===== config.mk =====
export PLATFORM = sky130hd
export DESIGN_NAME = adder_tree_csa_feeder
export DESIGN_NICKNAME = d
export VERILOG_FILES = /design/src/rtl/adder_tree_csa_feeder.sv
export SDC_FILE = /design/constraint.sdc
export NUM_CORES = 1
export LEC_CHECK = 0
export ABC_AREA = 1
export CAP_MARGIN = 20
export CORE_AREA = 2 2 138 140
export CTS_CLUSTER_DIAMETER = 60
export DETAILED_ROUTE_END_ITERATION = 10
export DIE_AREA = 0 0 140 142
export SYNTH_ARGS = -nofsm -noshare
export SYNTH_HDL_FRONTEND = slang
export SYNTH_SLANG_ARGS = --single-unit

===== constraint.sdc =====
create_clock -name clk -period 5.5 [get_ports clk]
set_clock_uncertainty 0.05 [all_clocks]
set_input_delay 0.55 -clock clk [delete_from_list [all_inputs] [get_ports clk]]
set_output_delay 0.55 -clock clk [all_outputs]
set_load 0.01 [all_outputs]

===== src/rtl/adder_tree_csa_feeder.sv =====
// Serial-to-parallel front end for the CSA adder tree: packs a frame of words,
// waits out the tree latency, and returns the captured sum on valid/ready.
//
// Ports:
//   clk, rst_n         clock, synchronous active-low reset
//   i_valid/o_ready    operand word handshake, i_data = operand word
//   i_flush            close a partial frame, unfilled slots read zero
//   o_tree_data        packed vector to the tree, slot 0 = first word
//   i_tree_sum         tree result, sampled TREE_LAT edges after frame close
//   o_valid/i_ready    result handshake, o_sum = captured frame sum
//   o_count            words accepted in the current frame
module adder_tree_csa_feeder #(
  parameter int I_DATA_W = 3,
  parameter int I_DATA_N = 32,
  parameter int O_DATA_W = 12,
  parameter int TREE_LAT = 8
) (
  input  logic                                 clk,
  input  logic                                 rst_n,
  input  logic                                 i_valid,
  output logic                                 o_ready,
  input  logic [I_DATA_W-1:0]                  i_data,
  input  logic                                 i_flush,
  output logic [0:I_DATA_N-1][I_DATA_W-1:0]    o_tree_data,
  input  logic [O_DATA_W-1:0]                  i_tree_sum,
  output logic                                 o_valid,
  input  logic                                 i_ready,
  output logic [O_DATA_W-1:0]                  o_sum,
  output logic [$clog2(I_DATA_N+1)-1:0]        o_count
);

  localparam int CW = $clog2(I_DATA_N + 1);
  localparam int IW = (I_DATA_N > 1) ? $clog2(I_DATA_N) : 1;
  localparam int WW = (TREE_LAT > 1) ? $clog2(TREE_LAT) : 1;

  typedef enum logic [1:0] {
    S_FILL,
    S_WAIT,
    S_OUT
  } state_t;

  state_t        state;
  state_t        state_d;
  logic          accept;
  logic          full;
  logic          close;
  logic [CW-1:0] cnt_acc;
  logic [WW-1:0] wcnt;
  logic [IW-1:0] slot;

  assign o_ready = (state == S_FILL);
  assign o_valid = (state == S_OUT);
  assign slot    = o_count[IW-1:0];

  // cnt_acc already includes a word accepted this cycle, so a flush
  // arriving with the first word still closes a one-word frame.
  always_comb begin
    accept  = i_valid & o_ready;
    cnt_acc = o_count + CW'(accept);
    full    = accept && (o_count == CW'(I_DATA_N - 1));
    close   = o_ready && (full || (i_flush && (cnt_acc != '0)));
    state_d = state;
    unique case (state)
      S_FILL:  if (close) state_d = S_WAIT;
      S_WAIT:  if (wcnt == '0) state_d = S_OUT;
      S_OUT:   if (i_ready) state_d = S_FILL;
      default: state_d = S_FILL;
    endcase
  end

  always_ff @(posedge clk) begin
    if (!rst_n) begin
      state <= S_FILL;
    end else begin
      state <= state_d;
    end
  end

  always_ff @(posedge clk) begin
    if (!rst_n) begin
      o_tree_data <= '0;
      o_sum       <= '0;
      o_count     <= '0;
      wcnt        <= '0;
    end else begin
      unique case (state)
        S_FILL: begin
          if (accept) begin
            o_tree_data[slot] <= i_data;
            o_count           <= cnt_acc;
          end
          // Slots past the last accepted word are cleared so stale
          // words from an earlier frame never reach the tree.
          if (close) begin
            wcnt <= WW'(TREE_LAT - 1);
            for (int j = 0; j < I_DATA_N; j++) begin
              if (CW'(j) >= cnt_acc) begin
                o_tree_data[j] <= '0;
              end
            end
          end
        end
        S_WAIT: begin
          if (wcnt == '0) begin
            o_sum <= i_tree_sum;
          end else begin
            wcnt <= wcnt - WW'(1);
          end
        end
        S_OUT: begin
          if (i_ready) begin
            o_count <= '0;
          end
        end
        default: ;
      endcase
    end
  end

endmodule


After elaboration in Yosys (flattened, before gate mapping). Cells that the tools add are included.

Output and inout bits: 116. Logic and storage cells: 143. Bits of input ports: 20. Bits in registers: 119.

Reduce and logical (&&, ||, !) cells: 14. Equality and inequality tests: 8. Muxes and demuxes: 47. $lt $le $gt $ge: 34. Bitwise gates (word level): 2. Add/subtract/negate cells: 2.

Operator list (count): 96-bit 2-to-1 mux (2); 3-bit 2-to-1 mux (35); 96-bit bitwise mux (1); 5-bit by 6-bit greater-or-equal comparator with 1-bit output (first input constant) (16); 4-bit by 6-bit greater-or-equal comparator with 1-bit output (first input constant) (8); 3-bit by 6-bit greater-or-equal comparator with 1-bit output (first input constant) (4); 3-bit demux with 5-bit select (1); 1-bit by 6-bit greater-or-equal comparator with 1-bit output (first input constant) (2); 2-bit by 6-bit greater-or-equal comparator with 1-bit output (first input constant) (2); 6-bit 2-to-1 mux (2); 6-bit case mux with 2 select lines (1); 3-bit AND reduction (3); 6-bit by 1-bit adder with 6-bit output (1); 6-bit by 5-bit equality test with 1-bit output (second input constant) (1); 6-bit greater-or-equal comparator (second input constant) (1); 6-bit by 1-bit less-than comparator with 1-bit output (second input constant) (1); 2-bit 2-to-1 mux (3); 2-bit by 1-bit != test with 1-bit output (second input constant) (3); 5-bit inverter with 6-bit output (1); 2-bit case mux with 3 select lines (1); 3-bit case mux with 2 select lines (1); 6-bit nonzero test (1); 1-bit logical AND (4); 2-bit != test (second input constant) (2); 9 further kinds (10).

Logic depth before layout (Yosys ltp). Gate-level depths: netlist of the first run.

Depth after elaboration: 9. Depth in mapped cells: 19.

Worst setup path before layout of the first run. Ideal clock, no wire load.

Kind: input to register. Start point: in i_valid. End point: reg o_tree_data[76] (netlist bit). Required time: 5.380 ns. Path buffers: 3. Arrival time: 2.494 ns. Path slack: 2.886 ns. Library setup time: 0.070 ns. Stages on the path: 16. Path through: inv_1 -> nor2_2 -> buf_4 -> ha_1 -> ha_1 -> nor2_1 -> inv_1 -> nor2_2 -> nand2_2 -> nand2_2 -> nand2_2 -> nand2_2 -> buf_8 -> buf_6 -> nand2_1 -> a21oi_1.

Word-level cells in the longest chain between the ends: 7.

RTL lines: from (decl) (RTL line 20) `input logic i_valid,`; 1-bit bitwise AND (*) (RTL line 58) `accept = i_valid & o_ready;`; parallel branches: the longest is 5 deep, another holds 6-bit by 1-bit adder with 6-bit output; 96-bit 2-to-1 mux (*) (RTL line 94) `if (close) begin`; to (signal, indexed assignment) (RTL line 89) `o_tree_data[slot] <= i_data;`; to (decl) (RTL line 24) `output logic [0:I_DATA_N-1][I_DATA_W-1:0] o_tree_data,`.

Every way passes the cells marked *. A chain may end at the register's enable or synchronous reset.

Worst setup path in the final report of the first run.
Start point: in i_valid. End point: reg o_tree_data[35] (netlist bit).

Word-level cells in the longest chain between the ends: 7.

RTL lines (RTL line): 1-bit bitwise AND (*) (58); parallel branches: the longest is 5 deep, another holds 6-bit by 1-bit adder with 6-bit output; 96-bit 2-to-1 mux (*) (94).

Marks and branches as above.

==> impl_metrics.env, run 1 <==
export IMPL_ys_async_sr_fraction_pct=0
export IMPL_syn_cell_area_um2=5430
export IMPL_route_detailed_drc=10
export IMPL_yosys_area_share_simple_pct=26.2
export IMPL_outcome="finished with violations"
export IMPL_tightest_slew_ns=0.842
export IMPL_wl_um=17000
export IMPL_path_class="input port to flip-flop"
export IMPL_cp_max_fo=60
export IMPL_die_area_um2=19900
export IMPL_first_pass_iters=9
export IMPL_dpl_hpwl_um=11600
export IMPL_p_int_w=0.00197
export IMPL_first_global_vias=4991
export IMPL_io_buffer_count=135
export IMPL_cts_made_buffers=17
export IMPL_slew_headroom_pct=43.6
export IMPL_grt_max_degree=61
export IMPL_peakVddDrop_mv=0.263
export IMPL_boundaryPins=136
export IMPL_rsz0062_at_grt="false"
export IMPL_avgSynthCellArea_um2=6.86
export IMPL_grt_ovfl_total=0
export IMPL_synth_top_area_cell="dfxtp_1"
export IMPL_endpoint_kind="flip-flop"
export IMPL_setup_viol=0
export IMPL_die_height_um=142
export IMPL_synth_warnings=0
export IMPL_use_met3_pct=6.22
export IMPL_synth_seq_cells=119
export IMPL_cts_resized=0
export IMPL_cts_tree="yes"
export IMPL_avgViaCountPerCell=4.72
export IMPL_p_per_area_nw_per_um2=362
export IMPL_clock_path_buffers=2
export IMPL_arrival_ns=4.02
export IMPL_dp_cells=1131
export IMPL_p_sw_share_pct=28.4
export IMPL_cp_slowest_stage_delay_ns=0.49
export IMPL_slew_viol_final=0
export IMPL_setup_tns_ns=0
export IMPL_syn_nets=816
export IMPL_grt_use_met2_pct=26.5
export IMPL_finalCriticalPeriod_ns=3.73
export IMPL_synth_area_leaders="dfxtp_1, nor2_1, a21oi_1, o21ai_1, o21ai_0"
export IMPL_track_usage_pct=17.0
export IMPL_die_x_um=140
export IMPL_cts_root_buf="clkbuf_16"
export IMPL_synth_area_mux_share_pct=0
export IMPL_synth_top_family_by_area="simple AND/OR/NAND/NOR gates"
export IMPL_crit_top_cell="nand2_2"
export IMPL_cts_setup_buffers=0
export IMPL_synth_edff_count=0
export IMPL_h_tree_depth=4
export IMPL_ctsHoldBuffers=0
export IMPL_power_share_clock_pct=45.8
export IMPL_num_vias=5494
export IMPL_top_usage_layer="met2"
export IMPL_finalHoldViolCount=0
export IMPL_grt_antenna_before_repair=0
export IMPL_cap_violations=0
export IMPL_synth_cell_type_count=26
export IMPL_p_switching_w=0.000779
export IMPL_num_nets_final=940
export IMPL_synth_xor_area_share_pct=0
export IMPL_leakagePower_nw=2.97
export IMPL_n_antenna_cell=0
export IMPL_clk_pin_slew_ns=0.05
export IMPL_cts_sinks=119
export IMPL_seqPwrFrac_pct=34.7
export IMPL_drtIter0Drc=389
export IMPL_required_ns=5.79
export IMPL_synthCells=792
export IMPL_period_share_pct=67.8
export IMPL_synth_compound_area_share_pct=21.9
export IMPL_start_util_pct=29.4
export IMPL_crit_path_top_delay_cell="nand2_2"
export IMPL_start_kind="input port"
export IMPL_reg2reg_setup_slack_ns=1.95
export IMPL_comb_power_share_pct=19.5
export IMPL_rows=50
export IMPL_hp_class="flip-flop to flip-flop"
export IMPL_crit_chain="clkdlybuf4s50_1 > inv_1 > nor2_2 > ha_1 > ha_1 > nor2_1 > inv_1 > nor2_2 > nand2_2 > nand2_2 > nand2_2 > nand2_2 > buf_12 > o21ai_1 > nor2_1"
export IMPL_grtUsageMet1_pct=22.3
export IMPL_synthAdderAreaFrac_pct=0.921
export IMPL_clock_latency_ns=0.42
export IMPL_grt_pass1_wl_um=26600
export IMPL_fmax_ghz=0.268
export IMPL_final_layout_size_suffix_gt1_share_pct=6.24
export IMPL_synth_top_area_share_pct=43.9
export IMPL_gp_congestion=0.907
export IMPL_syn2layout_area_growth_pct=39.6
export IMPL_ant_nets=0
export IMPL_failed_checks="design-rule violations"
export IMPL_core_area_um2=18500
export IMPL_stdcell_count=1163
export IMPL_yosysSeqAreaShare_pct=43.9
export IMPL_routedWlPerCell_um=14.6
export IMPL_ys_flop_type="dfxtp_1"
==> worst paths after layout <==
check,start,endpoint,cells past startpoint
min,o_tree_data[93],o_tree_data[93],2
max reg2reg,state[1],o_tree_data[35],15
min reg2reg,o_tree_data[93],o_tree_data[93],2
max,i_valid,o_tree_data[35],15
==> power by group through the flow <==
stage | logic (W) | registers, W | clock network (W)
after detailed placement | 0.000534 | 0.000968 | 0
after global placement | 0.000531 | 0.000968 | 0
after floorplan | 0.000356 | 0.000983 | 0
after CTS | 0.000537 | 0.000952 | 0.00128
after global routing | 0.000597 | 0.000958 | 0.00132
final | 0.000535 | 0.000952 | 0.00126
==> Yosys cell counts (3+ instances only) <==
| cell | number |
|---|---|
| a211oi_1 | 3 |
| a21oi_1 | 111 |
| buf_6 | 8 |
| clkbuf_1 | 23 |
| dfxtp_1 | 119 |
| ha_1 | 4 |
| inv_1 | 39 |
| inv_2 | 7 |
| nand2_1 | 58 |
| nand2_2 | 7 |
| nand3_1 | 11 |
| nand3_2 | 3 |
| nor2_1 | 265 |
| nor2_2 | 4 |
| o21ai_0 | 49 |
| o21ai_1 | 68 |
==> layer usage <==
| layer | part of all wire, % | vias to the layer above |
|---|---|---|
| li1 | - | 2845 |
| met1 | 46 | 2464 |
| met2 | 45 | 172 |
| met3 | 8.0 | 13 |
| met4 | 0.86 | 0 |
| met5 | 0 | - |
==> registers in the layout, indices dropped and copies added, names as in the netlist <==
signal,flops
o_tree_data,96
o_count,6
wcnt,3
o_sum,12
state,2
==> stage by stage <==
step                      total power, W  util (%)  setup slack [ns]  hold slack (ns)  cell area, um2
final                            0.00275      41.1              1.77            0.445            7580
after global routing             0.00288      41.1              1.40            0.470            7580
after CTS                        0.00277      41.1              1.85            0.450            7580
after detailed placement         0.00150      37.5              1.44            0.442            6920
after global placement           0.00150      37.5              1.53            0.431            6920
after floorplan                  0.00134         -              2.89            0.449            5430
==> cells in the final DEF (no fill, tap or decap) <==
master | Yosys | routed
o21bai_1 | 2 | 2
buf_12 | 0 | 1
nor2_2 | 4 | 4
ha_1 | 4 | 4
nand2_2 | 7 | 7
a21oi_1 | 111 | 111
o21ai_0 | 49 | 49
nor2_1 | 265 | 265
nand2_4 | 1 | 1
clkinvlp_4 | 0 | 1
dfxtp_1 | 119 | 119
o21ai_1 | 68 | 68
buf_4 | 2 | 5
nand3_1 | 11 | 11
nor2_8 | 1 | 1
nand4_1 | 2 | 2
nand3_2 | 3 | 3
inv_2 | 7 | 7
clkbuf_8 | 0 | 2
o21bai_2 | 1 | 1
a211oi_1 | 3 | 3
bufinv_16 | 0 | 6
inv_1 | 39 | 39
clkdlybuf4s50_1 | 0 | 135
clkbuf_1 | 23 | 5
nand2_1 | 58 | 58
nor2_4 | 1 | 1
clkbuf_16 | 0 | 17
clkinv_2 | 0 | 1
==> cell type report <==
class	instances	area, um2
Clock inverter	8	193
Tap cell	234	293
Inverter	46	173
Clock buffer	24	472
Timing Repair Buffer	141	1410
Sequential cell	119	2380
Multi-Input combinational cell	591	2660
Fill cell	1887	10900
==> worst max-delay path: cells and delay by family <==
| family | cells | cell delay (ns) |
|---|---|---|
| AO/OA/AOI/OAI | 1 | 0.10 |
| adder cells (fa/ha/maj) | 2 | 0.60 |
| buffers and inverters | 4 | 0.94 |
| AND/OR/NAND/NOR | 8 | 1.76 |
==> cell families (layout without fill, tap and decap cells) <==
group | count (synthesis) | after routing
AOI/OAI and AO/OA | 234 | 234
and+or+nand+nor | 353 | 353
buffers and inverters | 82 | 219
DFF | 119 | 119
adders and majority gates | 4 | 4
Note: power is estimated with default switching activity, not from simulation.
==> run 2, diff against run 1 <==
==> constraint.sdc (replaced) <==
create_clock -name clk -period 3.11 [get_ports clk]
set_clock_uncertainty 0.05 [all_clocks]
set_input_delay 0.311 -clock clk [delete_from_list [all_inputs] [get_ports clk]]
set_output_delay 0.311 -clock clk [all_outputs]
set_load 0.01 [all_outputs]
==> run 2 against run 1 <==
Net effect: the run still ends with design-rule violations left; combinational power up 89%; clock power grew 76%; global-route usage grew 0.36 points; wire length up 0.12%; sequential power grew 76%; utilization is 0.64 points higher; sequential share of layout area is 0.48 points lower; critical path type is now flip-flop to flip-flop.
==> impl_metrics.env, run 2 (synthesized netlist as in run 1, its figures left out) <==
export IMPL_outcome="finished with violations"
export IMPL_failed_checks="design-rule violations"
export IMPL_multi_input_area_um2=2660
export IMPL_ctsHoldBuffers=0
export IMPL_die_area_um2=19900
export IMPL_grt_max_degree=71
export IMPL_dpl_hpwl_um=12100
export IMPL_finalCriticalPeriod_ns=2.53
export IMPL_arrival_ns=2.78
export IMPL_final_layout_size_suffix_gt1_share_pct=7.65
export IMPL_cts_sinks=119
export IMPL_die_x_um=140
export IMPL_io_buffer_count=135
export IMPL_start_util_pct=29.4
export IMPL_avgViaCountPerCell=4.67
export IMPL_num_vias=5488
export IMPL_slew_viol_final=0
export IMPL_crit_start="state[1]"
export IMPL_r2r_start="state[1]"
export IMPL_clk_pin_slew_ns=0.05
export IMPL_final_common_cell="nor2_1"
export IMPL_grt_pass1_wl_um=27000
export IMPL_tightest_slew_ns=0.733
export IMPL_h_tree_depth=4
export IMPL_endpoint_kind="flip-flop"
export IMPL_peakVddDrop_mv=0.404
export IMPL_first_global_vias=5151
export IMPL_final_cell_mix="nor2_1, clkdlybuf4s50_1, dfxtp_1, a21oi_1, o21ai_1"
export IMPL_rsz0062_at_grt="false"
export IMPL_dpl_instance_area_um2=7030
export IMPL_num_nets_final=952
export IMPL_path_class="flip-flop to flip-flop"
export IMPL_clock_latency_ns=0.42
export IMPL_core_area_um2=18500
export IMPL_worstHoldStart="i_tree_sum[2]"
export IMPL_grt_ovfl_total=0
export IMPL_cap_violations=0
export IMPL_p_per_area_nw_per_um2=638
export IMPL_cts_setup_buffers=0
export IMPL_ant_nets=0
export IMPL_n_fill_cell=1874
export IMPL_route_detailed_drc=10
export IMPL_seqCellArea_um2=2380
export IMPL_finalHoldViolCount=0
export IMPL_cp_max_fo=9
export IMPL_largest_register="o_tree_data"
export IMPL_leakagePower_nw=3.04
export IMPL_largest_reg_flops=96
export IMPL_gp_congestion=0.943
export IMPL_slew_headroom_pct=51.0
export IMPL_first_pass_iters=9
export IMPL_routedWlPerCell_um=14.5
export IMPL_drtIter0Drc=337
export IMPL_boundaryPins=136
export IMPL_fmax_ghz=0.395
export IMPL_period_share_pct=81.5
export IMPL_finalInstanceArea_um2=7700
export IMPL_start_kind="flip-flop"
export IMPL_cts_resized=0
export IMPL_cts_root_buf="clkbuf_16"
export IMPL_n_antenna_cell=0
export IMPL_track_usage_pct=17.3
export IMPL_reg_top3="o_tree_data (96), o_sum (12), o_count (6)"
export IMPL_setup_tns_ns=0
export IMPL_clock_path_buffers=2
export IMPL_die_height_um=142
export IMPL_hp_class="input port to flip-flop"
export IMPL_wl_um=17000
export IMPL_cts_tree="yes"
export IMPL_rows=50
export IMPL_cts_made_buffers=17
export IMPL_syn2layout_area_growth_pct=41.8
export IMPL_required_ns=3.36
export IMPL_setup_viol=0
export IMPL_grt_antenna_before_repair=0
## run 2: metal layers
layer,track usage [%],part of all wire (%),up-vias,wire (um)
li1,-,-,2866,-
met2,26.8,44,166,7550
met3,6.70,8.7,26,1490
met1,22.0,45,2430,7680
met4,6.27,1.8,0,304
met5,0,0,-,0
## run 2: final timing paths
kind                endpoint  slack [ns]  cells past startpoint
max          o_tree_data[82]        0.58                     14
min                 o_sum[2]        0.42                      3
max reg2reg  o_tree_data[82]        0.58                     14
min reg2reg  o_tree_data[94]        0.44                      2
## run 2: layout make-up
class | count | share of cell area [%]
tap | 234 | 3.80
timing repair buffer | 153 | 19.8
clock inverter | 7 | 2.11
multi-input combinational | 591 | 34.6
inverter | 46 | 2.24
sequential | 119 | 30.9
clock buffer | 25 | 6.56
## run 2: per-stage QoR
step           instances  worst slack (ns)  utilization (%)  power (W)  hold WS [ns]
2_1_floorplan        792             0.636                -    0.00237         0.396
3_3_place_gp        1143             0.268             38.1    0.00274         0.431
3_5_place_dp        1143             0.210             38.1    0.00273         0.437
4_1_cts             1175             0.572             41.7    0.00497         0.396
5_1_grt             1175             0.343             41.7    0.00514         0.417
6_report            1175             0.576             41.7    0.00491         0.416
## run 2: where the power goes
part           internal, W  switching (W)
sequential         0.00162      0.0000596
clock              0.00153       0.000690
combinational     0.000369       0.000645
## run 2: worst max-delay path, stage by stage, from the launching register on
cell and delay (ns):
dfxtp_1 0.33, inv_2 0.08, nand2_1 0.08, nor2_2 0.12, ha_1 0.22, ha_1 0.21
inv_1 0.06, o21ai_1 0.16, nand2_2 0.16, inv_2 0.09, nand2_2 0.13, nor2_2 0.26
o21ai_1 0.20, o21ai_0 0.20, nor2_1 0.06
